`src/rtl/output_write_arbiter.sv`:
```
// rtl/output_write_arbiter.sv - packet-level round-robin arbiter for the output FIFO write port
module output_write_arbiter #(
  parameter int DATA_W = 128,
  parameter int LEN_W  = 9
) (
  input  logic              clk,
  input  logic              rst_n,
  input  logic [DATA_W-1:0] s0_data,
  input  logic              s0_valid,
  input  logic [LEN_W-1:0]  s0_len,
  output logic              s0_ready,
  output logic              s0_done,
  input  logic [DATA_W-1:0] s1_data,
  input  logic              s1_valid,
  input  logic [LEN_W-1:0]  s1_len,
  output logic              s1_ready,
  output logic              s1_done,
  output logic [DATA_W-1:0] o_data,
  output logic              o_valid,
  output logic              o_last,
  input  logic              i_full,
  output logic [1:0]        o_grant,
  output logic              o_busy
);

  typedef enum logic {S_IDLE, S_BURST} state_t;

  state_t           state, state_nx;
  logic             owner;      // 0 = src0, 1 = src1
  logic             prio;       // source preferred when both request
  logic [LEN_W-1:0] len_q;
  logic [LEN_W-1:0] cnt;
  logic             done0_q, done1_q;
  logic             grant_req, pick;

  assign grant_req = s0_valid || s1_valid;
  assign pick      = s1_valid && (!s0_valid || prio);

  always_ff @(posedge clk or negedge rst_n) begin
    if (!rst_n) begin
      state <= S_IDLE;
    end else begin
      state <= state_nx;
    end
  end

  always_comb begin
    state_nx = state;
    case (state)
      S_IDLE:  if (grant_req) state_nx = S_BURST;
      S_BURST: if (o_last)    state_nx = S_IDLE;
      default: state_nx = S_IDLE;
    endcase
  end

  // Datapath is a pure mux on the owner; only registered state and valid/full steer control.
  always_comb begin
    o_data   = '0;
    o_valid  = 1'b0;
    o_last   = 1'b0;
    s0_ready = 1'b0;
    s1_ready = 1'b0;
    o_grant  = 2'b00;
    o_busy   = 1'b0;
    if (state == S_BURST) begin
      o_busy   = 1'b1;
      o_grant  = owner ? 2'b10 : 2'b01;
      o_data   = owner ? s1_data : s0_data;
      o_valid  = (owner ? s1_valid : s0_valid) && !i_full;
      s0_ready = !owner && !i_full;
      s1_ready = owner && !i_full;
      o_last   = o_valid && (cnt == len_q - 1'b1);
    end
  end

  always_ff @(posedge clk or negedge rst_n) begin
    if (!rst_n) begin
      owner   <= 1'b0;
      prio    <= 1'b0;
      len_q   <= '0;
      cnt     <= '0;
      done0_q <= 1'b0;
      done1_q <= 1'b0;
    end else begin
      done0_q <= 1'b0;
      done1_q <= 1'b0;
      if (state == S_IDLE && grant_req) begin
        owner <= pick;
        cnt   <= '0;
        if (pick) len_q <= (s1_len == '0) ? {{(LEN_W-1){1'b0}}, 1'b1} : s1_len;
        else      len_q <= (s0_len == '0) ? {{(LEN_W-1){1'b0}}, 1'b1} : s0_len;
      end else if (state == S_BURST && o_valid) begin
        cnt <= cnt + 1'b1;
        if (o_last) begin
          prio    <= !owner;
          done0_q <= !owner;
          done1_q <= owner;
        end
      end
    end
  end

  assign s0_done = done0_q;
  assign s1_done = done1_q;

endmodule

```
`config.mk`:
```
export PLATFORM = sky130hd
export DESIGN_NAME = output_write_arbiter
export DESIGN_NICKNAME = d
export VERILOG_FILES = /design/src/rtl/output_write_arbiter.sv
export SDC_FILE = /design/constraint.sdc
export NUM_CORES = 1
export LEC_CHECK = 0
export CAP_MARGIN = 15
export CORE_AREA = 2 2 160 162
export DETAILED_ROUTE_END_ITERATION = 12
export DIE_AREA = 0 0 162 164
export HOLD_SLACK_MARGIN = 0.03
export MAX_ROUTING_LAYER = met4
export SYNTH_ARGS = -nofsm -noshare
export SYNTH_HDL_FRONTEND = slang
export SYNTH_SLANG_ARGS = --single-unit
```
`constraint.sdc`:
```
create_clock -name clk -period 3.1 [get_ports clk]
set_clock_uncertainty 0.2 [all_clocks]
set_input_delay 0.62 -clock clk [delete_from_list [all_inputs] [get_ports clk]]
set_output_delay 0.62 -clock clk [all_outputs]
set_load 0.02 [all_outputs]
```
# Word level (Yosys, flattened, before mapping)
# Index checks and enable logic that the tools add are counted.
# classes
bitwise	2
muxes	24
n_div	0
n_shift	0
n_addsub	2
multipliers	0
n_reduce_logical	16
magnitude_cmp	0
eq_ne	1
# ops
cell	n
128-bit 2-to-1 mux	2
9-bit 2-to-1 mux	5
9-bit zero test	2
1-bit 2-to-1 mux	14
9-bit by 1-bit adder with 9-bit output, second input constant	1
9-bit == test	1
9-bit by 1-bit subtractor with 9-bit output, second input constant	1
1-bit logical AND	7
2-bit 2-to-1 mux	2
1-bit zero test	3
3-bit AND reduction	1
1-bit logical OR	2
1-bit NOT	2
1-bit one-hot mux with 2 select lines	1
2-bit nonzero test	1
# totals
output_inout_bits	137
latchBits	0
ramBits	0
mem_bits_ro	0
n_memories	0
elab_cells	52
ff_bits	23

# Logic depth before layout (Yosys ltp)
# depth
depth_word	7
ltp_mapped	8

# Worst setup path after synthesis
# OpenSTA, ideal clock, no wires.
# synth_timing
path_kind	reg-to-output
start	register len_q[0]
end	output port o_last
slack_ns	0.295
arrival_ns	1.985
stages_incl_launch_ff	8
path_buffers	0
path_cell_list	dfrtp_1 > inv_1 > ha_1 > nor4b_4 > o211ai_1 > a32oi_1 > o21bai_1 > a2111oi_4
# synth_via
elab_chain_cells	4
# synth_rtl
element	line_no	rtl
start: declaration	31	logic [LEN_W-1:0] len_q;
start signal: assignment	90	if (pick) len_q <= (s1_len == '0) ? {{(LEN_W-1){1'b0}}, 1'b1} : s1_len;
start signal: assignment	91	else len_q <= (s0_len == '0) ? {{(LEN_W-1){1'b0}}, 1'b1} : s0_len;
9-bit by 1-bit subtractor with 9-bit output	72	o_last = o_valid && (cnt == len_q - 1'b1);
9-bit == test	72	
1-bit logical AND	72	
1-bit 2-to-1 mux	65	if (state == S_BURST) begin
end: declaration	20	output logic o_last,
# Every way passes these cells.

# Final worst setup path
# layout_timing
start	register len_q[1]
end	output port o_last
# Same word-level chain as after synthesis.

==> out/metrics.csv <==
metric,value,unit
outcome,finished clean,
number of global-route vias before repair,4451,
worst-margin pin slew,0.5880,ns
synth top area cells,"mux2i_1 37%, nor2b_1 23%, dfrtp_1 16%",
DR WL/cell,17.32,µm
average size of a mapped cell,8.339,µm²
share of the synthesized area in the top cell type,0.3657,
CP Class,flip-flop to output pin,
final slew viol count,0,
die height,164,µm
Setup WS pre-CTS,-0.3129,ns
critical path's slowest cell,a2111oi_4,
clk_lat worst skew,0.26,ns
endpoints failing hold,0,
Final setup viols,0,
worst vdd ir,444.3,µV
worst path bufs/invs,3,
initial drt markers,228,
root buf cell,clkbuf_16,
routed wl met3,2019,µm
Synth Register Bits,23,
routed length on met1,8399,µm
"Clk pin slew, worst setup/hold paths",0.06,ns
Fmax,0.3277,GHz
warnings from Yosys,0,
crit-path cells,inv_2 > ha_4 > nor4b_4 > buf_4 > xnor2_2 > nand4_1 > a2111oi_4 > buf_4,
CP Capture Type,output pin,
Crit path required time,2.28,ns
"most common cell after layout, fill and taps aside",clkdlybuf4s50_1,
Mapped Cells,430,
Layout area overhead,135.2,%
PwrDens,628.1,nW/µm²
Max Fanout on Critical Path,5,
"Worst Setup Slack, final",0.04846,ns
max incr delay on CP,0.44,ns
Power Total,5297,µW
WL final,20470,µm
Max-Cap Viols,0,
vias,4639,
Top delay family on crit path,buffers and inverters,
I/O pins,416,
RSZ-0062 raised after global routing,yes,
Die ar.,26570,µm²
largest net degree at the start of global routing,74,
met2 wire len,10040,µm
die extent in x,162,µm
LEAKAGE,0.003469,µW
Synth Net Count,711,
Tcrit/Tclk final,0.9844,
Vias/cell,3.925,
TritonRoute pass-1 iters,6,
total track usage,0.1431,
Starting Density,0.1445,
Total Nets Final,1127,
CTS hold repair buffers,0,
synth unique cells,38,
"Core Util, Final",0.3398,
Worst EP arrival,2.23,ns
GRT Residual Overflow,0,
hpwl dp,17680,µm
first-pass GRT wire length,28210,µm
leading area contributor after synthesis,mux2i_1,
CTS tree,built,
min-delay worst type,flip-flop to flip-flop,
Core Region,24820,µm²
H-tree depth,1,
Top Metal Used,met4,
antenna violations before repair,7,
Antenna Nets Post-Route,0,
CP startpoint kind,flip-flop,
most frequent cells in the layout,"413 x clkdlybuf4s50_1, 131 x mux2i_1, 129 x nor2b_1, 25 x buf_4, 21 x dfrtp_1",
maximum root-to-sink buffer count,2,
Slew HR,0.6066,
"Seq/Total Area, Yosys",0.1605,
Final Wtd Congestion,0.8408,
Num CTS Buffers,3,
row count,58,
post-layout min period,3.052,ns
mapped cell area,3586,µm²
Hold WS,0.3164,ns
share of cells above drive strength 1,0.05680,
port bufs,415,
DRC,0,
TritonCTS Sinks,23,
cell mode on critical path,buf_4,
[cells in the mapped netlist]
cell and n:
dfrtp_1 23, nand3b_1 2, nor2_1 16, a21oi_1 2, a32oi_1 1, or4_1 1
mux2i_1 131, nand2_1 5, nor2_2 1, or2_2 1, nand3_1 3, a211oi_1 2
inv_1 16, nor2b_1 129, nand4_1 5, or4b_2 1, nor4_1 5, o21ai_0 2
and3_1 2, buf_2 5, a31oi_1 2, nor3_1 2, nor4b_4 1, buf_1 12
o21bai_1 1, or2b_1 1, a2111oi_4 1, xnor2_1 8, o211ai_1 2, nand2b_1 2
ha_1 2, a21o_1 3, a222oi_1 8, a22oi_1 1, and2_1 4, xor2_1 11
clkbuf_1 15, clkbuf_2 1
[registers in the layout, summed over array words and instances, names as in the netlist]
register / flops
len_q: 9
state: 1
prio: 1
s0_done: 1
cnt: 9
s1_done: 1
owner: 1
[routing by layer]
layer,GRT usage,up-vias
li1,-,2324
met1,0.1745,2097
met2,0.2456,215
met3,0.04293,3
met4,0.007241,0
met5,-,-
[path summary, 6_finish.rpt]
check / start / endpoint / slack, ns / cells after the start
setup / recovery: len_q[1] / o_last / 0.05 / 8
hold / removal: len_q[8] / len_q[8] / 0.32 / 2
setup reg to reg: len_q[1] / prio / 0.69 / 9
hold reg to reg: len_q[8] / len_q[8] / 0.32 / 2
max in group asynchronous: rst_n / owner / 1.92 / 2
min in group asynchronous: rst_n / len_q[7] / 0.51 / 2
[worst min-delay path, cell delays in order, from the launching register on]
cell and delay [ns]:
dfrtp_1 0.36, a222oi_1 0.07, inv_1 0.05
[cell families (layout without fill, tap and decap cells)]
group	Yosys count	count (layout)	share of synthesized area
xor+xnor	19	19	0.04641
fa+ha+maj	2	2	0.006977
simple gates	181	181	0.3067
buf+inv	49	464	0.05338
other cells	0	7	0
flops	23	23	0.1605
compound gates	25	25	0.06036
mux	131	131	0.3657
[area by class of cell]
class	count	area [µm²]
Fill cell	2621	16380
Timing Repair Buffer	444	4429
Multi-Input combinational cell	358	2849
Sequential cell	23	583.1
Tap cell	330	412.9
Clock buffer	3	75.07
Inverter	16	60.06
Antenna cell	7	17.52
Clock inverter	1	7.507
[report_power, final]
part	switching (µW)	total, µW	leakage [µW]	internal, µW
combinational	2130	4460	0.00315	2330
clock	115	290	0.0000372	175
sequential	142	552	0.000284	410
[per-stage QoR]
stage          setup TNS (ns)  instances  area (µm²)
2_1_floorplan               0        430        3586
3_3_place_gp          -0.2213       1167        8277
3_5_place_dp          -0.3129       1167        8277
4_1_cts                     0       1172        8383
5_1_grt              -0.07408       1181        8432
6_report                    0       1182        8434
[repair_timing]
action / CTS / global route
gates cloned: 0 / 0
pin swaps: 4 / 4
endpoints found under the setup margin: 1 / 1
resized for setup: 11 / 2
setup buffers: 1 / 2
Note: power is estimated with default switching activity, not from simulation.
